===== config.mk =====
export PLATFORM = sky130hd
export DESIGN_NAME = lock_verify_ctrl
export DESIGN_NICKNAME = d
export VERILOG_FILES = /design/src/rtl/lock_verify_pkg.sv /design/src/rtl/lock_sweep_cnt.sv /design/src/rtl/lock_verify_ctrl.sv
export SDC_FILE = /design/constraint.sdc
export NUM_CORES = 1
export LEC_CHECK = 0
export CORE_MARGIN = 2
export CORE_UTILIZATION = 45
export DETAILED_ROUTE_END_ITERATION = 12
export HOLD_SLACK_MARGIN = 0.15
export PLACE_DENSITY = 0.72
export SLEW_MARGIN = 25
export SYNTH_ARGS = -nofsm -noshare
export SYNTH_HDL_FRONTEND = slang
export SYNTH_SLANG_ARGS = --single-unit

===== constraint.sdc =====
create_clock -name clk -period 2.5 [get_ports clk]
set_input_delay 0.375 -clock clk [delete_from_list [all_inputs] [get_ports clk]]
set_output_delay 0.375 -clock clk [all_outputs]
set_load 0.1 [all_outputs]

===== src/rtl/lock_verify_pkg.sv =====
// Shared widths, terminal counter values and FSM state type for the
// key-locked gate verification/unlock sequencer.
package lock_verify_pkg;

    localparam int PAT_W = 4;
    localparam int KEY_W = 3;
    localparam int CNT_W = 5;

    localparam logic [PAT_W-1:0] LAST_PAT = 4'hF;
    localparam logic [KEY_W-1:0] LAST_KEY = 3'h7;

    typedef enum logic [1:0] {
        IDLE   = 2'd0,
        SWEEP  = 2'd1,
        REPORT = 2'd2
    } state_t;

endpackage


===== src/rtl/lock_sweep_cnt.sv =====
// Pattern/key counter pair driving the locked block. Stepping the key
// always restarts the pattern walk at 0.
module lock_sweep_cnt
    import lock_verify_pkg::*;
(
    input  logic             clk,
    input  logic             rst,
    input  logic             clr,
    input  logic             step_pat,
    input  logic             step_key,
    input  logic [KEY_W-1:0] key_init,
    output logic [PAT_W-1:0] pat,
    output logic [KEY_W-1:0] key,
    output logic             pat_last,
    output logic             key_last
);

    // clr wins over stepping; a key step overrides a pattern step
    always_ff @(posedge clk or posedge rst) begin
        if (rst) begin
            pat <= '0;
            key <= '0;
        end else if (clr) begin
            pat <= '0;
            key <= key_init;
        end else if (step_key) begin
            pat <= '0;
            key <= key + 1'b1;
        end else if (step_pat) begin
            pat <= pat + 1'b1;
        end
    end

    assign pat_last = (pat == LAST_PAT);
    assign key_last = (key == LAST_KEY);

endmodule


===== src/rtl/lock_verify_ctrl.sv =====
// Verify/search sequencer for the key-locked 4-input block: walks patterns
// (and keys in search mode) and compares the returned Y against GOLDEN.
module lock_verify_ctrl
    import lock_verify_pkg::*;
#(
    parameter logic [15:0] GOLDEN = 16'hB2C4
) (
    input  logic             clk,
    input  logic             rst,
    input  logic             start,
    input  logic             mode,
    input  logic [KEY_W-1:0] key_in,
    input  logic             abort,
    input  logic             y_in,
    output logic [PAT_W-1:0] pat_out,
    output logic [KEY_W-1:0] key_out,
    output logic             busy,
    output logic             done,
    output logic             pass,
    output logic [CNT_W-1:0] mismatch_count,
    output logic [PAT_W-1:0] first_fail,
    output logic [KEY_W-1:0] result_key
);

    state_t state, next_state;

    logic             mode_r;
    logic             mism;
    logic             accept;
    logic             sweep_go;
    logic             sweep_end;
    logic             cnt_clr;
    logic             step_pat;
    logic             step_key;
    logic             pat_last;
    logic             key_last;
    logic [KEY_W-1:0] key_init;

    lock_sweep_cnt u_cnt (
        .clk      (clk),
        .rst      (rst),
        .clr      (cnt_clr),
        .step_pat (step_pat),
        .step_key (step_key),
        .key_init (key_init),
        .pat      (pat_out),
        .key      (key_out),
        .pat_last (pat_last),
        .key_last (key_last)
    );

    assign mism     = (y_in != GOLDEN[pat_out]);
    assign accept   = (state == IDLE) && start;
    assign sweep_go = (state == SWEEP) && !abort;

    // Search ends on a clean pass through pat 15 or a failure on the last key
    assign sweep_end = mode_r ? ((mism && key_last) || (!mism && pat_last))
                              : pat_last;

    always_ff @(posedge clk or posedge rst) begin
        if (rst) begin
            state <= IDLE;
        end else begin
            state <= next_state;
        end
    end

    always_comb begin
        next_state = state;
        unique case (state)
            IDLE: begin
                if (start) begin
                    next_state = SWEEP;
                end
            end
            SWEEP: begin
                if (abort) begin
                    next_state = IDLE;
                end else if (sweep_end) begin
                    next_state = REPORT;
                end
            end
            REPORT: begin
                next_state = IDLE;
            end
            default: begin
                next_state = IDLE;
            end
        endcase
    end

    always_comb begin
        busy     = (state != IDLE);
        done     = (state == REPORT);
        cnt_clr  = accept;
        key_init = mode ? '0 : key_in;
        step_pat = 1'b0;
        step_key = 1'b0;
        if (sweep_go && !sweep_end) begin
            if (mode_r && mism) begin
                step_key = 1'b1;
            end else begin
                step_pat = 1'b1;
            end
        end
    end

    // Abort clears only pass; counts and key results keep their partial values
    always_ff @(posedge clk or posedge rst) begin
        if (rst) begin
            mode_r         <= 1'b0;
            mismatch_count <= '0;
            first_fail     <= '0;
            pass           <= 1'b0;
            result_key     <= '0;
        end else if (accept) begin
            mode_r         <= mode;
            mismatch_count <= '0;
            first_fail     <= '0;
            pass           <= 1'b0;
        end else if ((state != IDLE) && abort) begin
            pass <= 1'b0;
        end else if (sweep_go) begin
            if (!mode_r && mism) begin
                mismatch_count <= mismatch_count + 1'b1;
                if (mismatch_count == '0) begin
                    first_fail <= pat_out;
                end
            end
            if (sweep_end) begin
                if (mode_r) begin
                    pass       <= !mism;
                    result_key <= mism ? '0 : key_out;
                end else begin
                    pass       <= (mismatch_count == '0) && !mism;
                    result_key <= key_out;
                end
            end
        end
    end

endmodule

==> results of run 1 <==
## through the flow
stage | cell area, um^2 | worst slack [ns] | std cells
2_1_floorplan | 1431 | 0.05253 | 153
3_3_place_gp | 1749 | 0.1724 | 228
3_5_place_dp | 1749 | 0.1440 | 228
4_1_cts | 1775 | 0.1539 | 232
5_1_grt | 1790 | 0.02386 | 232
6_report | 1790 | 0.1599 | 232
## logic make-up after synthesis
group / Yosys count / share of synthesized area [%]
flip-flops: 23 / 40.42
buffers and inverters: 20 / 6.151
XOR/XNOR: 3 / 2.373
multiplexers: 11 / 9.490
AO/OA/AOI/OAI: 28 / 12.13
adder cells (fa/ha/maj): 8 / 7.030
AND/OR/NAND/NOR: 60 / 22.41
## cell usage after synthesis, types with 2 or more instances
cell type,number
dfrtp_1,23
nand2_1,17
inv_1,13
o21ai_0,13
nand3_1,11
mux2i_1,9
ha_1,8
a21oi_1,5
nor2_1,5
buf_2,4
nand3b_1,4
nor3_1,4
o31ai_1,4
and3_1,2
nand2b_1,2
nand4_1,2
nor4_1,2
o211ai_1,2
or3b_1,2
xor2_1,2
## layer usage
layer | part of all wire (%) | track usage [%] | wire length (um)
met1 | 46 | 25.68 | 1445
met2 | 49 | 32.61 | 1541
met3 | 4.4 | 2.597 | 140
met4 | 0.86 | 5.714 | 27
met5 | 0 | 0 | 0
## critical path: cells and delay by family, from the launching register on
kind | cells | cell delay [ns]
DFF | 1 | 0.54
and+or+nand+nor | 1 | 0.52
adders and majority gates | 1 | 0.18
xor gates and xnor gates | 1 | 0.21
AOI/OAI and AO/OA | 1 | 0.15
buffers and inverters | 2 | 0.17
muxes | 1 | 0.50
## how the worst max path moves through the flow
stage                 start                end  cells after the start  slack (ns)
6_report       u_cnt.pat[0]  mismatch_count[3]                      7        0.16
5_1_grt        u_cnt.pat[0]  mismatch_count[3]                      7        0.02
4_1_cts        u_cnt.pat[0]  mismatch_count[3]                      7        0.15
3_5_place_dp           y_in               pass                      6        0.14
3_3_place_gp           y_in               pass                      6        0.17
2_1_floorplan  u_cnt.pat[1]  mismatch_count[3]                      6        0.05
## state kept, by name, indices dropped and copies added, names as in the netlist
| name | cells |
|---|---|
| state | 2 |
| first_fail | 4 |
| result_key | 3 |
| mode_r | 1 |
| pass | 1 |
| u_cnt.pat | 4 |
| u_cnt.key | 3 |
| mismatch_count | 5 |
## area by class of cell
class / count / area (um^2) / share of cell area (%)
clock buffer: 4 / 26.28 / 1.468
inverter: 14 / 52.55 / 2.935
multi-input combinational: 110 / 775.7 / 43.33
sequential: 23 / 583.1 / 32.56
tap: 44 / 55.05 / 3.075
timing repair buffer: 37 / 297.8 / 16.63
==> run metrics, run 1 <==
RSZ-0062 raised after global routing no; final hold violation count 0; post-CTS sizing 0; RR Startpoint u_cnt.pat[0]; antenna-violating nets left 0; detail-routed net length per standard cell 13.60 um; Post-synth EDFFs 0; dpl hpwl 2407 um; cts hold-fix bufs 0; Vias/cell 5.284; setup violators final 0; critical path arrival 2.58 ns; final setup skew 0.003653 ns; initial antenna violation count 0; Chip Height 60.25 um; CP cell instances inv_1, ha_1, inv_1, mux4_2, xnor2_2, or4_1, a21oi_1; crit path time final 2.340 ns; global placer's final weighted congestion 0.8269; Final Cycle Share 93.60%; Buffers on Ports 30; sequential area share after synthesis 40.42%; Slew headroom 48.96%; largest net degree at the start of global routing 15; Worst Tran Pin Value 0.7652 ns; critical path type reg -> reg; antenna cells 0; Initial Util 47.02%; Core Rows 20; mapped cell area 1424 um^2; largest area contributor in the netlist dfrtp_1; CORE AREA 3028 um^2; # Post-CTS Setup Buffers 0; Min-Delay Path Class in -> async; first-pass GRT wire length 5230 um; Max Fclk 0.4273 GHz; YS warnings 0; most frequent cells in the layout 29 x buf_4, 19 x dfrtp_1, 17 x nand2_1; Yosys cell types 39; commonest non-fill, non-tap cell in the layout buf_4; Min Hold Slack 0.3923 ns; CTS Buf Count 3; DRT Pass-1 Iters 4; prevailing post-synth register cell dfrtp_1; CP max stage delay 0.54 ns; IO Pins 31; Critical R2R Capture mismatch_count[3]; Die Width 60.25 um; maxcap violations 0; Critical Path RT 2.74 ns; P&R area growth vs syn 25.75%; DRC viols 0; Mapped Cells 153; Slew Limit Fails 0; clock latency at the later pin of the worst-skew pair 0.31 ns; Syn Area/Cell 9.306 um^2; synthesized flop and latch total 23; htree depth 1; NumNets Final 206; setup tns final 0 ns; number of global-route vias before repair 1,159; Synth top area share 40.42%; fraction of layout cells with a size suffix above 1 23.40%; CTS max path bufs 2; Vias 1,226; GRT Util Overall 19.32%; DR iter-0 viols 57; top cells by area, synth dfrtp_1 40%, ha_1 7.0%, mux2i_1 6.3%; Top cell by count, worst path inv_1; R2R depth 7; r2r setup slk 0.16 ns; outcome completed; startpoint class of the critical path register; Worst-path clk slew 0.13 ns; WL final 3156 um; Post-Syn Nets 170; Max Fanout on Critical Path 8; Final Core Density 59.13%; clk root buf clkbuf_4; die area 3630 um^2; Synth async-reset ratio 100.0%; crit end category register; clock tree from TritonCTS done; GR Overflow Total 0; Slowest cell on crit path dfrtp_4; clock sink count 23; filler cell count 278
Power of run 1 is left out: the tool's default activity adds up to more than one toggle a clock period on the data nets, which glitch-free logic cannot reach.
==> run 2, diff against run 1 <==
--- a/config.mk
+++ b/config.mk
@@ -7,9 +7,11 @@
 export LEC_CHECK = 0
 export CORE_MARGIN = 2
 export CORE_UTILIZATION = 45
+export CTS_CLUSTER_SIZE = 10
 export DETAILED_ROUTE_END_ITERATION = 12
 export HOLD_SLACK_MARGIN = 0.15
 export PLACE_DENSITY = 0.72
+export REMOVE_ABC_BUFFERS = 1
 export SLEW_MARGIN = 25
 export SYNTH_ARGS = -nofsm -noshare
 export SYNTH_HDL_FRONTEND = slang
==> run metrics, run 2 (synthesis results as in run 1) <==
r2r setup slk 0.24 ns (+0.08 ns); die area 3630 um^2 (unchanged); IO Pins 31 (unchanged); CP cell instances inv_1, ha_1, mux4_2, xnor2_2, or4_1, a21oi_1; VDD IR-drop max 0.001024 V; clk root buf clkbuf_4; Die Width 60.25 um (unchanged); CORE AREA 3028 um^2 (unchanged); setup violators final 0 (unchanged); outcome completed; cts hold-fix bufs 0 (unchanged); antenna cells 0 (unchanged); Min Hold Slack 0.3784 ns (-0.01390 ns); antenna-violating nets left 0 (unchanged); NumNets Final 209 (+1.5%); DRC viols 0 (unchanged); net switching power figure 1424 uW; clock latency at the later pin of the worst-skew pair 0.32 ns (about the same); clock tree from TritonCTS done; Slew headroom 64.76% (+16 points); Final Cycle Share 90.48% (-3.1 points); DP Cell Count 231 (+1.3%); WL final 3254 um (+3.1%); number of global-route vias before repair 1,173 (+1.2%); Max Fanout on Critical Path 10 (+2); biggest regs mismatch_count (5), first_fail (4), u_cnt.pat (4); P_leak 0.0008450 uW; # Post-CTS Setup Buffers 0 (unchanged); CP max stage delay 0.55 ns (about the same); fraction of layout cells with a size suffix above 1 21.99% (-1.4 points); htree depth 1 (unchanged); max reg flops 5 (unchanged); startpoint class of the critical path register; critical path type reg -> reg; Post-DP Area 1764 um^2 (+0.86%); Slowest cell on crit path dfrtp_1; commonest non-fill, non-tap cell in the layout buf_4; finished layout cell area 1790 um^2 (unchanged); RR Startpoint u_cnt.pat[1]; switch share 59.40%; Biggest register mismatch_count; first-pass GRT wire length 5395 um (+3.2%); family with the most delay on the worst path flip-flops; Worst Tran Pin Value 0.5275 ns (-0.2377 ns); Comb power frac 66.3%; Max Fclk 0.4421 GHz (+3.5%); Slew Limit Fails 0 (unchanged); Vias/cell 5.387 (+1.9%); Worst-path clk slew 0.13 ns (about the same); Buffers on Ports 30 (unchanged); DRT Pass-1 Iters 4 (unchanged); Buf+Inv Stages, Crit Path 1 (-1); largest net degree at the start of global routing 24 (+9); crit end category register; dpl hpwl 2451 um (+1.8%); CTS max path bufs 2 (unchanged); Critical Path RT 2.75 ns (about the same); clock sink count 23 (unchanged); detail-routed net length per standard cell 13.85 um (+1.8%); Final Core Density 59.13% (unchanged); RSZ-0062 raised after global routing no; Seq pwr share 26.3%; Min-Delay Path Class in -> async; most frequent cells in the layout 32 x buf_4, 23 x dfrtp_1, 17 x nand2_1; power per cell area 1339 nW/um^2; GR Overflow Total 0 (unchanged); Worst Setup SP u_cnt.pat[1]; maxcap violations 0 (unchanged); Chip Height 60.25 um (unchanged); setup tns final 0 ns (unchanged); Core Rows 20 (unchanged); final hold violation count 0 (unchanged); P&R area growth vs syn 25.75% (unchanged); CTS Buf Count 3 (unchanged); global placer's final weighted congestion 0.8612 (+4.1%); crit path time final 2.262 ns (-0.07805 ns); Vias 1,266 (+3.3%); clock group share of total power 7.4%; post-CTS sizing 0 (unchanged); DR iter-0 viols 96 (+68%); final setup skew 0.001840 ns (-0.001812 ns); Initial Util 47.02% (unchanged); critical path arrival 2.52 ns (-0.06 ns); GRT Util Overall 20.08% (+0.76 points); Int Power 973.3 uW; fin cells 235 (+1.3%); initial antenna violation count 0 (unchanged)
[run 2: stage by stage]
| stage | total power (uW) | worst slack (ns) |
|---|---|---|
| 6_report | 2398 | 0.2380 |
| 3_3_place_gp | 2204 | 0.2727 |
| 2_1_floorplan | 1806 | -0.3926 |
| 5_1_grt | 2534 | 0.04762 |
| 4_1_cts | 2401 | 0.2483 |
| 3_5_place_dp | 2222 | 0.1926 |
[run 2: layout make-up]
| class | instances | area (um^2) |
|---|---|---|
| Timing Repair Buffer | 40 | 320.3 |
| Sequential cell | 23 | 575.6 |
| Inverter | 14 | 52.55 |
| Fill cell | 265 | 1237 |
| Clock buffer | 4 | 26.28 |
| Multi-Input combinational cell | 110 | 760.7 |
| Tap cell | 44 | 55.05 |
[run 2: path summary, 6_finish.rpt]
check	cells after the start	to
max in group asynchronous	3	first_fail[3]
hold reg to reg	1	mismatch_count[4]
setup / recovery	6	mismatch_count[3]
hold / removal	3	mode_r
setup reg to reg	6	mismatch_count[3]
min in group clk	1	mismatch_count[4]
[run 2: worst min-delay path, cell delays in order]
cell,delay [ns]
clkdlybuf4s50_1,0.39
inv_1,0.05
buf_4,0.29
[run 2: power by group through the flow]
stage                     combinational (uW)  clock (uW)  sequential (uW)
after floorplan                          564           0             1240
after global placement                  1580           0              629
after detailed placement                1590           0              635
after CTS                               1590         180              628
after global routing                    1690         192              657
final                                   1590         177              630
[run 2: metal layers]
metal | wire, um | vias to the layer above | track usage, %
met4 | 34 | 0 | 5.079
met5 | 0 | - | 0
li1 | - | 613 | -
met2 | 1549 | 47 | 31.68
met1 | 1450 | 601 | 28.22
met3 | 219 | 5 | 3.896
No activity file was read; power rests on OpenSTA's default activity.
==> run 3, diff against run 2 <==
--- a/config.mk
+++ b/config.mk
@@ -5,14 +5,16 @@
 export SDC_FILE = /design/constraint.sdc
 export NUM_CORES = 1
 export LEC_CHECK = 0
+export ABC_CLOCK_PERIOD_IN_PS = 2500
 export CORE_MARGIN = 2
 export CORE_UTILIZATION = 45
 export CTS_CLUSTER_SIZE = 10
 export DETAILED_ROUTE_END_ITERATION = 12
 export HOLD_SLACK_MARGIN = 0.15
 export PLACE_DENSITY = 0.72
+export RECOVER_POWER = 100
 export REMOVE_ABC_BUFFERS = 1
-export SLEW_MARGIN = 25
+export SLEW_MARGIN = 20
 export SYNTH_ARGS = -nofsm -noshare
 export SYNTH_HDL_FRONTEND = slang
 export SYNTH_SLANG_ARGS = --single-unit
==> run metrics, run 3 (synthesis results as in run 1) <==
most frequent cells in the layout 23 x dfrtp_1, 21 x clkbuf_1, 17 x nand2_1; DRT Pass-1 Iters 4 (unchanged); largest net degree at the start of global routing 24 (unchanged); Min Hold Slack 0.5171 ns (+0.1387 ns); GRT Util Overall 20.08% (unchanged); startpoint class of the critical path register; biggest regs mismatch_count (5), first_fail (4), u_cnt.pat (4); CTS max path bufs 2 (unchanged); setup violators final 0 (unchanged); clock tree from TritonCTS done; first-pass GRT wire length 5395 um (unchanged); number of global-route vias before repair 1,173 (unchanged); DRC viols 0 (unchanged); Max Fclk 0.4347 GHz (-1.7%); final hold violation count 0 (unchanged); die area 3630 um^2 (unchanged); Max Fanout on Critical Path 10 (unchanged); commonest non-fill, non-tap cell in the layout dfrtp_1; IO Pins 31 (unchanged); Final Cycle Share 92.02% (+1.5 points); clock sink count 23 (unchanged); WL final 3273 um (+0.58%); Core Rows 20 (unchanged); Min-Delay Path Class reg -> reg; Slew Limit Fails 0 (unchanged); GR Overflow Total 0 (unchanged); htree depth 1 (unchanged); P&R area growth vs syn 18.80%; Chip Height 60.25 um (unchanged); Biggest register mismatch_count; Vias 1,267 (+0.079%); Critical Path RT 2.76 ns (about the same); # Post-CTS Setup Buffers 0 (unchanged); CTS Buf Count 3 (unchanged); final setup skew 0.002241 ns (+0.0004007 ns); NumNets Final 209 (unchanged); maxcap violations 0 (unchanged); global placer's final weighted congestion 0.8612 (unchanged); Worst-path clk slew 0.13 ns (about the same); post-CTS sizing 0 (unchanged); critical path arrival 2.56 ns (+0.04 ns); initial antenna violation count 0 (unchanged); clock latency at the later pin of the worst-skew pair 0.32 ns (about the same); cts hold-fix bufs 0 (unchanged); crit path time final 2.300 ns (+0.03837 ns); fraction of layout cells with a size suffix above 1 9.948% (-12 points); outcome completed; clk root buf clkbuf_4; detail-routed net length per standard cell 13.93 um (+0.58%); setup tns final 0 ns (unchanged); crit end category register; Die Width 60.25 um (unchanged); Initial Util 47.02% (unchanged); antenna cells 0 (unchanged); antenna-violating nets left 0 (unchanged); RSZ-0062 raised after global routing no; Worst Tran Pin Value 1.239 ns (+0.7113 ns); CORE AREA 3028 um^2 (unchanged); critical path type reg -> reg; dpl hpwl 2451 um (unchanged); Buffers on Ports 30 (unchanged); Slew headroom 17.41% (-47 points); Vias/cell 5.391 (about the same); DR iter-0 viols 83 (-14%); max reg flops 5 (unchanged)
-- run 3: worst max-delay path, stage by stage, from the launching register on --
cell and delay [ns]:
dfrtp_1 0.55, inv_1 0.08, ha_1 0.20, mux4_2 0.49
xnor2_1 0.24, or4_1 0.54, a21oi_1 0.15
-- run 3: metrics by stage --
step           instance area (um^2)  worst slack [ns]  std cells  util, %
2_1_floorplan                  1389           -0.3926        147        -
3_3_place_gp                   1764            0.2727        231    58.26
3_5_place_dp                   1764            0.1926        231    58.26
4_1_cts                        1790            0.2483        235    59.13
5_1_grt                        1692           0.03900        235    55.87
6_report                       1692            0.1996        235    55.87
-- run 3: final timing paths --
kind | startpoint | end | slack, ns | depth (start not counted)
worst min register to register | mismatch_count[4] | mismatch_count[4] | 0.52 | 1
worst max-delay path | u_cnt.pat[1] | mismatch_count[3] | 0.20 | 6
worst max register to register | u_cnt.pat[1] | mismatch_count[3] | 0.20 | 6
min in group asynchronous | rst | mode_r | 0.87 | 3
worst min-delay path | mismatch_count[4] | mismatch_count[4] | 0.52 | 1
max in group asynchronous | rst | first_fail[1] | 0.90 | 3
-- run 3: cell type report --
type | count | area [um^2]
tap | 44 | 55.05
timing repair buffer | 40 | 234.0
sequential | 23 | 575.6
multi-input combinational | 110 | 748.2
inverter | 14 | 52.55
fill | 293 | 1336
clock buffer | 4 | 26.28
-- run 3: metal layers --
layer | part of all wire (%) | track usage [%]
met2 | 47 | 31.68
met5 | 0 | 0
met3 | 6.6 | 3.896
met1 | 45 | 28.22
met4 | 1.0 | 5.079
Power of run 3 is left out for the same reason.
